==> config.mk <==
export PLATFORM = sky130hd
export DESIGN_NAME = immgen_pipe
export DESIGN_NICKNAME = d
export VERILOG_FILES = /design/src/rtl/immgen_pipe.sv
export SDC_FILE = /design/constraint.sdc
export NUM_CORES = 1
export LEC_CHECK = 0
export CAP_MARGIN = 20
export CORE_MARGIN = 2
export CORE_UTILIZATION = 45
export CTS_BUF_LIST = sky130_fd_sc_hd__clkbuf_4
export DETAILED_ROUTE_END_ITERATION = 6
export PLACE_DENSITY = 0.77
export SKIP_LAST_GASP = 1
export SYNTH_ARGS = -nofsm -noshare
export SYNTH_HDL_FRONTEND = slang
export SYNTH_SLANG_ARGS = --single-unit
==> constraint.sdc <==
create_clock -name clk -period 6.9 [get_ports clk]
set_clock_uncertainty 0.05 [all_clocks]
set_input_delay 2.07 -clock clk [delete_from_list [all_inputs] [get_ports clk]]
set_output_delay 2.07 -clock clk [all_outputs]
set_load 0.03 [all_outputs]
==> src/rtl/immgen_pipe.sv <==
// -----------------------------------------------------------------------------
// immgen_pipe
//
// Pipelined immediate generator for the decode stage. It decodes the immediate
// of an instruction word combinationally on the input side, then registers the
// result in a two-entry buffer: a main register that drives the outputs, and a
// skid register.
//
// Both sides use a valid/ready handshake. A sideband tag, such as a PC or a ROB
// index, travels with each immediate unmodified. Flush discards everything that
// is buffered.
//
// Parameters:
//   XLEN   datapath width, 32 or 64 only
//   TAG_W  width of the sideband tag
//
// Ports:
//   clk        clock, rising edge
//   rst        asynchronous active-high reset
//   flush      synchronous discard of both entries; blocks accept this cycle
//   in_valid   upstream offers an instruction
//   in_ready   block can accept this cycle (registered state and flush only)
//   in_instr   instruction word; bits [6:0] are not used
//   in_sel     immediate format select
//   in_tag     sideband tag
//   out_valid  result available (main entry valid)
//   out_ready  downstream accepts the result
//   out_imm    generated immediate
//   out_tag    tag of the result
//   out_err    the format select was illegal for this entry
// -----------------------------------------------------------------------------
module immgen_pipe #(
    parameter int XLEN  = 32,
    parameter int TAG_W = 32
) (
    input  logic             clk,
    input  logic             rst,
    input  logic             flush,
    input  logic             in_valid,
    output logic             in_ready,
    input  logic [31:0]      in_instr,
    input  logic [2:0]       in_sel,
    input  logic [TAG_W-1:0] in_tag,
    output logic             out_valid,
    input  logic             out_ready,
    output logic [XLEN-1:0]  out_imm,
    output logic [TAG_W-1:0] out_tag,
    output logic             out_err
);

    generate
        if (XLEN != 32 && XLEN != 64) begin : g_bad_xlen
            $error("immgen_pipe: XLEN must be 32 or 64");
        end
    endgenerate

    localparam logic [2:0] SEL_I     = 3'b000;
    localparam logic [2:0] SEL_S     = 3'b001;
    localparam logic [2:0] SEL_B     = 3'b010;
    localparam logic [2:0] SEL_J     = 3'b011;
    localparam logic [2:0] SEL_U     = 3'b100;
    localparam logic [2:0] SEL_SHAMT = 3'b101;
    localparam logic [2:0] SEL_ZIMM  = 3'b110;

    typedef struct packed {
        logic [XLEN-1:0]  imm;
        logic [TAG_W-1:0] tag;
        logic             err;
    } entry_t;

    logic [63:0] w_imm64;
    logic        w_err;
    entry_t      w_new;
    logic        w_accept;
    logic        w_main_free;
    logic        w_unused;

    entry_t r_main;
    entry_t r_skid;
    logic   r_main_valid;
    logic   r_skid_valid;

    // The immediate is always built 64 bits wide. For XLEN=32 it is truncated,
    // which gives the same sign extension from bit 31.
    // NOTE: every output of this block gets a default before the case, so no
    // path leaves a value unassigned and no latch is inferred.
    always_comb begin
        w_imm64 = '0;
        w_err   = 1'b0;
        case (in_sel)
            SEL_I:     w_imm64 = {{52{in_instr[31]}}, in_instr[31:20]};
            SEL_S:     w_imm64 = {{52{in_instr[31]}}, in_instr[31:25], in_instr[11:7]};
            SEL_B:     w_imm64 = {{51{in_instr[31]}}, in_instr[31], in_instr[7],
                                  in_instr[30:25], in_instr[11:8], 1'b0};
            SEL_J:     w_imm64 = {{43{in_instr[31]}}, in_instr[31], in_instr[19:12],
                                  in_instr[20], in_instr[30:21], 1'b0};
            SEL_U:     w_imm64 = {{32{in_instr[31]}}, in_instr[31:12], 12'h000};
            SEL_SHAMT: begin
                if (XLEN == 64) begin
                    w_imm64 = {58'd0, in_instr[25:20]};
                end else begin
                    // RV32 shift amounts are only 5 bits. Bit 25 set is
                    // flagged as an error, but the immediate is still produced.
                    w_imm64 = {59'd0, in_instr[24:20]};
                    w_err   = in_instr[25];
                end
            end
            SEL_ZIMM:  w_imm64 = {59'd0, in_instr[19:15]};
            default:   w_err   = 1'b1;
        endcase
    end

    assign w_new.imm = w_imm64[XLEN-1:0];
    assign w_new.tag = in_tag;
    assign w_new.err = w_err;

    // The opcode field and, for XLEN=32, the upper half of the 64-bit build
    // are intentionally not used.
    assign w_unused = ^{in_instr[6:0], w_imm64};

    // Ready depends only on registered state and flush. This keeps out_ready
    // off the upstream ready path.
    assign in_ready    = !r_skid_valid && !flush;
    assign w_accept    = in_valid && in_ready;
    assign w_main_free = !r_main_valid || out_ready;

    // NOTE: state is updated with non-blocking assignments only. Every register
    // then samples pre-edge values, so the skid-to-main move and the accept in
    // the same cycle do not race.
    // NOTE: the data registers are reset along with the valid bits, because the
    // outputs must read zero during and after reset, not just be marked invalid.
    always_ff @(posedge clk or posedge rst) begin
        if (rst) begin
            r_main_valid <= 1'b0;
            r_skid_valid <= 1'b0;
            r_main       <= '0;
            r_skid       <= '0;
        end else if (flush) begin
            r_main_valid <= 1'b0;
            r_skid_valid <= 1'b0;
        end else if (w_main_free) begin
            if (r_skid_valid) begin
                // The older skid entry advances first to preserve FIFO order.
                r_main       <= r_skid;
                r_main_valid <= 1'b1;
                r_skid_valid <= w_accept;
                if (w_accept) begin
                    r_skid <= w_new;
                end
            end else begin
                r_main_valid <= w_accept;
                if (w_accept) begin
                    r_main <= w_new;
                end
            end
        end else if (w_accept) begin
            // Main is stalled, so the new entry parks in the skid register.
            r_skid       <= w_new;
            r_skid_valid <= 1'b1;
        end
    end

    assign out_valid = r_main_valid;
    assign out_imm   = r_main.imm;
    assign out_tag   = r_main.tag;
    assign out_err   = r_main.err;

endmodule

==> results.json, run 1 <==
{
  "final_cells": 878,
  "dpl.hpwl_um": 9336,
  "root_buffer": "clkbuf_4",
  "die_w_um": 120.5,
  "min_path_type": "flip-flop to flip-flop",
  "fin_ws_ns": 1.262,
  "powerDensity_nw_per_um2": 276.7,
  "tns_ns": 0,
  "synthesis.area_sq_um": 6102,
  "synthFlopType": "dfrtp_1",
  "seq_area_frac_synth": 0.5413,
  "crit_top_cell": "clkdlybuf4s50_1",
  "period_share": 0.8171,
  "place_ws_ns": 1.276,
  "initial_core_util": 0.4608,
  "cp.arrival_ns": 3.52,
  "ys_ff_latch": 132,
  "async_reset_ff_frac": 1.000,
  "final_area_sq_um": 7806,
  "antenna_found_initial": 1,
  "gp_congestion": 0.7624,
  "yosysTopAreaCell": "dfrtp_1",
  "clk_latency_ns": 0.54,
  "post-cts-setup-buffer-count": 0,
  "vias": 4694,
  "cts_resized": 0,
  "drtPass1Iterations": 4,
  "path_cells": "clkdlybuf4s50_1 -> nor2_2 -> clkdlybuf4s50_1",
  "ir_drop_mv": 0.1488,
  "crit_type": "input pin to primary output",
  "fmax_mhz": 177.4,
  "drc": 0,
  "crit_family": "buffers and inverters",
  "holdWs_ns": 0.4322,
  "num_io_pins": 139,
  "wl_per_cell_um": 16.10,
  "synth_top_cell_area_share": 0.5413,
  "crit_path_max_fanout": 5,
  "die_area_sq_um": 14510,
  "die_h_um": 120.5,
  "slew_viol_final": 0,
  "synth_area_leaders": "dfrtp_1 54%, mux2_2 8.3%, nand2_1 7.2%, mux2i_1 6.2%, o21ai_1 3.4%",
  "setup_viol": 0,
  "cp-start-kind": "input pin",
  "ys_types": 35,
  "dp.cells": 846,
  "yosys_warnings": 0,
  "dpl_cell_area_sq_um": 7435,
  "cts_inserted_buffers": 17,
  "hold_viol_final": 0,
  "drt-total-wl_um": 14140,
  "crit_slowest_cell": "clkdlybuf4s50_1",
  "clk_path_buf_depth": 2,
  "maxSlewHeadroom": 0.2744,
  "cap_violations": 0,
  "grt_max_degree": 88,
  "grt_util_all_layers": 0.2026,
  "via_per_inst": 5.346,
  "overflow": 0,
  "htree_levels": 4,
  "first_iter_violations": 443,
  "tightestPinTransition_ns": 1.088,
  "worstSetupEndpointType": "primary output",
  "synthCells": 579,
  "detail-route-antenna-nets": 0,
  "cp_num_buf_inv": 2,
  "outcome": "finished, final reports clean",
  "final_nets": 762,
  "period_minus_slack_ns": 5.638,
  "slowest_delay_ns": 0.71,
  "cts_tree": "yes",
  "avgSynthCellArea_sq_um": 10.54,
  "grt_pass1_vias": 4603,
  "rows": 42,
  "grt_pass1_wl_um": 22940,
  "io_buffers": 131,
  "rsz0062_at_grt": "false",
  "cts.sinks": 132,
  "syn-num-nets": 651,
  "cp_data_required_time_ns": 4.78,
  "cts_hold_buf": 0,
  "drive_above_1_share": 0.1398,
  "syn_to_final_growth_pct": 27.93,
  "p_leak_uw": 0.003274,
  "coreArea_sq_um": 13240,
  "synth_edf_count": 0,
  "clk_pin_slew_worst_paths_ns": 0.11,
  "mostFrequentLayoutCells": "131 x clkdlybuf4s50_1, 131 x dfrtp_1, 117 x nand2_1"
}
==> flip-flops by register name, indices dropped and copies added, names as in the netlist <==
register      cells
r_skid           65
out_imm          32
out_tag          32
out_err           1
out_valid         1
r_skid_valid      1
==> metal layers <==
metal / GRT usage / part of all wire / vias up
li1: - / - / 2232
met5: 0 / 0 / -
met2: 0.3263 / 0.49 / 143
met3: 0.03821 / 0.043 / 27
met1: 0.2643 / 0.44 / 2292
met4: 0.09738 / 0.028 / 0
==> logic make-up (layout without fill, tap and decap cells) <==
kind of cell | count (synthesis) | count (layout) | synth area share
mux | 85 | 85 | 0.1491
other cells | 0 | 1 | 0
flops | 132 | 132 | 0.5413
xor+xnor | 1 | 1 | 0.004512
simple gates | 176 | 176 | 0.1300
compound gates | 139 | 139 | 0.1335
buf+inv | 46 | 168 | 0.04162
==> cell usage after synthesis, types with 2 or more instances <==
| cell | count |
|---|---|
| a2111oi_0 | 2 |
| a21oi_1 | 30 |
| a22oi_1 | 5 |
| buf_2 | 17 |
| buf_4 | 4 |
| buf_6 | 6 |
| clkbuf_1 | 18 |
| dfrtp_1 | 132 |
| mux2_1 | 2 |
| mux2_2 | 45 |
| mux2i_1 | 38 |
| nand2_1 | 117 |
| nand2b_1 | 10 |
| nand3_1 | 20 |
| nand3b_1 | 7 |
| nor2_1 | 10 |
| nor2_2 | 2 |
| nor2b_1 | 2 |
| nor3_1 | 2 |
| o211ai_1 | 5 |
| o211ai_2 | 10 |
| o21ai_0 | 41 |
| o21ai_1 | 42 |
==> power breakdown <==
part | leakage, uW | switching [uW] | internal (uW)
Combinational | 0.00143 | 294 | 243
Clock | 0.000180 | 275 | 351
Sequential | 0.00167 | 78.7 | 919
==> worst register-to-register path: stages (launching register included) <==
cell and delay, ns:
dfrtp_4 0.43, buf_4 0.82, nor2_2 0.21, nor3_4 0.18
buf_4 0.40, nand2b_1 0.54, o211ai_1 0.35
==> final timing paths <==
path	from	to	slack, ns	depth (start not counted)
worst min-delay path	out_imm[5]	out_imm[5]	0.43	2
min in group asynchronous	rst	out_valid	1.80	2
worst min register to register	out_imm[5]	out_imm[5]	0.43	2
worst max-delay path	flush	in_ready	1.26	3
max in group asynchronous	rst	out_imm[2]	3.75	4
worst max register to register	r_skid_valid	out_imm[17]	3.82	6
==> metrics by stage <==
step / utilization / total power (uW)
after floorplan: - / 1323
after CTS: 0.5872 / 2178
after global routing: 0.5895 / 2267
after global placement: 0.5614 / 1525
after detailed placement: 0.5614 / 1552
final: 0.5895 / 2160
==> final cells by class <==
cell class | count | area, sq um
Clock buffer | 17 | 127.6
Antenna cell | 1 | 2.502
Clock inverter | 13 | 214.0
Tap cell | 176 | 220.2
Inverter | 1 | 6.256
Sequential cell | 132 | 3307
Multi-Input combinational cell | 401 | 2552
Timing Repair Buffer | 137 | 1376
Fill cell | 1122 | 5436
No activity file was read; power rests on OpenSTA's default activity.
==> run 2, diff against run 1 <==
PLACE_DENSITY = 0.8   (was 0.77)
clock period = 5.1 ns   (was 6.9 ns; I/O delays follow)
==> results.json, run 2 (same netlist as run 1, synthesis figures left out) <==
{
  "final_util": 0.5837,
  "cp_data_required_time_ns": 3.52,
  "final_nets": 764,
  "io_buffers": 131,
  "htree_levels": 4,
  "root_buffer": "clkbuf_4",
  "fillers": 1137,
  "maxSlewHeadroom": 0.2831,
  "initial_core_util": 0.4608,
  "period_share": 0.9049,
  "mostFrequentLayoutCells": "131 x clkdlybuf4s50_1, 131 x dfrtp_1, 117 x nand2_1",
  "via_per_inst": 5.334,
  "overflow": 0,
  "coreArea_sq_um": 13240,
  "die_h_um": 120.5,
  "ir_drop_mv": 0.1517,
  "clk_path_buf_depth": 2,
  "syn_to_final_growth_pct": 26.68,
  "powerDensity_nw_per_um2": 354.5,
  "tightestPinTransition_ns": 1.075,
  "fmax_mhz": 216.7,
  "vias": 4699,
  "cts_inserted_buffers": 17,
  "min_path_type": "flip-flop to flip-flop",
  "register_area_sq_um": 3307,
  "regMostFlops": "r_skid",
  "hold_viol_final": 0,
  "wl_per_cell_um": 16.08,
  "drc": 0,
  "multi_input_area_sq_um": 2552,
  "num_io_pins": 139,
  "antenna_found_initial": 0,
  "rows": 42,
  "die_w_um": 120.5,
  "clk_pin_slew_worst_paths_ns": 0.10,
  "grt_pass1_vias": 4475,
  "cp-start-kind": "input pin",
  "cts.sinks": 132,
  "worstSetupEndpointType": "primary output",
  "crit_path_max_fanout": 5,
  "post-cts-setup-buffer-count": 0,
  "outcome": "finished, final reports clean",
  "gp_congestion": 0.8764,
  "dpl.hpwl_um": 9423,
  "slew_viol_final": 0,
  "rsz0062_at_grt": "false",
  "period_minus_slack_ns": 4.615,
  "grt_util_all_layers": 0.1992,
  "cp.arrival_ns": 3.03,
  "cts_hold_buf": 0,
  "clk_latency_ns": 0.54,
  "setup_viol": 0,
  "drt-total-wl_um": 14170,
  "drive_above_1_share": 0.1433,
  "detail-route-antenna-nets": 0,
  "tns_ns": 0,
  "cap_violations": 0,
  "largest_reg_flops": 65,
  "first_iter_violations": 358,
  "diodes": 0,
  "grt_pass1_wl_um": 22650,
  "cts_resized": 0,
  "die_area_sq_um": 14510,
  "grt_max_degree": 91,
  "drtPass1Iterations": 5,
  "p_leak_uw": 0.003241,
  "crit_type": "input pin to primary output",
  "cts_tree": "yes"
}
==> run 2: cell types whose count changed in the layout (fill, tap and decap cells not counted), moves of 2 or more <==
cell / previous run / this run
clkinv_2: 3 / 5
bufinv_16: 6 / 2
buf_4: 5 / 7
clkbuf_4: 17 / 19
==> run 2: path summary, 6_finish.rpt <==
path / cells after the start / slack (ns) / startpoint / endpoint
max in group asynchronous: 3 / 2.54 / rst / r_skid_valid
setup / recovery: 3 / 0.49 / flush / in_ready
hold / removal: 2 / 0.43 / out_imm[5] / out_imm[5]
min in group asynchronous: 2 / 1.48 / rst / r_skid[15]
hold reg to reg: 2 / 0.43 / out_imm[5] / out_imm[5]
setup reg to reg: 5 / 2.42 / r_skid_valid / out_imm[13]
==> run 2: power by group <==
group | internal (uW) | switching [uW] | leakage, uW | total [uW]
registers | 1240 | 107 | 0.00167 | 1350
logic | 329 | 396 | 0.00143 | 725
clock network | 291 | 374 | 0.000146 | 665
==> run 2: through the flow <==
stage / cells / setup WS [ns] / cell area, sq um / total power, uW / hold WS, ns
2_1_floorplan: 579 / 1.692 / 6106 / 1790 / 0.3997
4_1_cts: 881 / 0.4915 / 7730 / 2769 / 0.4359
5_1_grt: 881 / 0.4284 / 7730 / 2889 / 0.4585
3_3_place_gp: 849 / 0.5398 / 7471 / 2064 / 0.4014
3_5_place_dp: 849 / 0.5022 / 7471 / 2101 / 0.4104
6_report: 881 / 0.4851 / 7730 / 2740 / 0.4298
==> run 2: metal layers <==
metal,GRT usage,part of all wire,vias up
met5,0,0,-
met4,0.06686,0.016,0
met3,0.04858,0.054,18
met2,0.3181,0.49,146
met1,0.2675,0.44,2292
li1,-,-,2243
==> run 2: worst max-delay path, cell delays in order <==
cell             delay (ns)
clkdlybuf4s50_1        0.54
nor2_2                 0.23
clkdlybuf4s50_1        0.73
==> run 2: cell type report <==
cell class | count | share of cell area
flip-flops and latches | 132 | 0.4278
multi-input cells | 401 | 0.3302
repair buffers | 139 | 0.1790
well taps | 176 | 0.02849
clock buffers | 19 | 0.01845
clock inverters | 13 | 0.01505
inverters | 1 | 0.0009712
==> run 3, diff against run 2 <==
CTS_BUF_LIST = sky130_fd_sc_hd__clkbuf_8   (was sky130_fd_sc_hd__clkbuf_4)
CTS_CLUSTER_DIAMETER = 50   (was default)
==> results.json, run 3 (same netlist as run 1, synthesis figures left out) <==
{
  "period_share": 0.9072,
  "clk_latency_ns": 0.44,
  "post-cts-setup-buffer-count": 0,
  "worstSetupEndpointType": "primary output",
  "maxSlewHeadroom": 0.2819,
  "outcome": "finished, final reports clean",
  "min_path_type": "flip-flop to flip-flop",
  "drt-total-wl_um": 14150,
  "diodes": 0,
  "holdWs_ns": 0.4228,
  "crit_top_cell": "clkdlybuf4s50_1",
  "cts_tree": "yes",
  "mostFrequentLayoutCells": "131 x clkdlybuf4s50_1, 131 x dfrtp_1, 117 x nand2_1",
  "vias": 4710,
  "htree_levels": 4,
  "slowest_delay_ns": 0.74,
  "drc": 0,
  "setup_viol": 0,
  "cap_violations": 0,
  "rows": 42,
  "wl_per_cell_um": 16.06,
  "crit_type": "input pin to primary output",
  "dpl_cell_area_sq_um": 7471,
  "dpl.hpwl_um": 9423,
  "die_area_sq_um": 14510,
  "cp.arrival_ns": 3.05,
  "detail-route-antenna-nets": 0,
  "cts_inserted_buffers": 17,
  "final_area_sq_um": 7869,
  "first_iter_violations": 416,
  "p_leak_uw": 0.003309,
  "grt_util_all_layers": 0.2002,
  "slew_viol_final": 0,
  "initial_core_util": 0.4608,
  "coreArea_sq_um": 13240,
  "cp_data_required_time_ns": 3.52,
  "period_minus_slack_ns": 4.627,
  "tns_ns": 0,
  "cts_hold_buf": 0,
  "rsz0062_at_grt": "false",
  "fmax_mhz": 216.1,
  "tightestPinTransition_ns": 1.077,
  "cts_resized": 0,
  "drive_above_1_share": 0.1461,
  "regMostFlops": "r_skid",
  "overflow": 0,
  "grt_pass1_vias": 4494,
  "die_w_um": 120.5,
  "cts.sinks": 132,
  "largest_reg_flops": 65,
  "grt_max_degree": 91,
  "hold_viol_final": 0,
  "clk_path_buf_depth": 2,
  "via_per_inst": 5.346,
  "path_cells": "clkdlybuf4s50_1 -> nor2_2 -> clkdlybuf4s50_1",
  "num_io_pins": 139,
  "gp_congestion": 0.8764,
  "cp-start-kind": "input pin",
  "die_h_um": 120.5,
  "crit_path_max_fanout": 5,
  "root_buffer": "clkbuf_8",
  "clk_pin_slew_worst_paths_ns": 0.07,
  "drtPass1Iterations": 5,
  "crit_family": "buffers and inverters",
  "powerDensity_nw_per_um2": 375.1,
  "crit_slowest_cell": "clkdlybuf4s50_1",
  "grt_pass1_wl_um": 22670,
  "final_nets": 764,
  "cp_num_buf_inv": 2,
  "io_buffers": 131,
  "syn_to_final_growth_pct": 28.95,
  "antenna_found_initial": 0,
  "ir_drop_mv": 0.1610
}
[run 3: cell count changes in the layout (fill, tap and decap cells not counted)]
cell      change
inv_1         +2
clkbuf_8     +21
clkbuf_4     -19
clkinv_1      -4
[run 3: path summary, 6_finish.rpt]
path | from | end | slack [ns] | depth (start not counted)
max | flush | in_ready | 0.47 | 3
min | out_imm[5] | out_imm[5] | 0.42 | 2
max reg2reg | r_skid_valid | out_imm[13] | 2.42 | 5
min reg2reg | out_imm[5] | out_imm[5] | 0.42 | 2
max in group asynchronous | rst | r_skid_valid | 2.43 | 3
min in group asynchronous | rst | r_skid[15] | 1.59 | 2
[run 3: stage by stage]
step | power (uW) | cells | worst slack (ns) | util
finish | 2952 | 881 | 0.4733 | 0.5942
global route | 3103 | 881 | 0.4284 | 0.5942
CTS | 2984 | 881 | 0.4915 | 0.5942
detailed placement | 2101 | 849 | 0.5022 | 0.5642
global placement | 2064 | 849 | 0.5398 | 0.5642
floorplan | 1790 | 579 | 1.692 | -
[run 3: layer usage]
layer  vias to the layer above  track usage  share of wire
met1                      2312       0.2684           0.44
li1                       2240            -              -
met2                       139       0.3185           0.50
met3                        19      0.05047          0.049
met4                         0      0.06831          0.013
met5                         -            0              0
[run 3: final cells by class]
type                            count  area [sq um]
Fill cell                        1134          5374
Sequential cell                   132          3307
Multi-Input combinational cell    401          2552
Timing Repair Buffer              139          1384
Clock buffer                       21         289.0
Tap cell                          176         220.2
Clock inverter                     11         108.9
Inverter                            1         7.507
[run 3: power breakdown]
part / internal (uW) / switching [uW]
clock network: 479 / 398
registers: 1240 / 106
logic: 329 / 395
[run 3: worst register-to-register path: stages (launching register included)]
cell and delay (ns):
dfrtp_4 0.42, buf_4 0.82, nor2_2 0.19, or3_4 0.72
nand2_1 0.26, o211ai_2 0.09
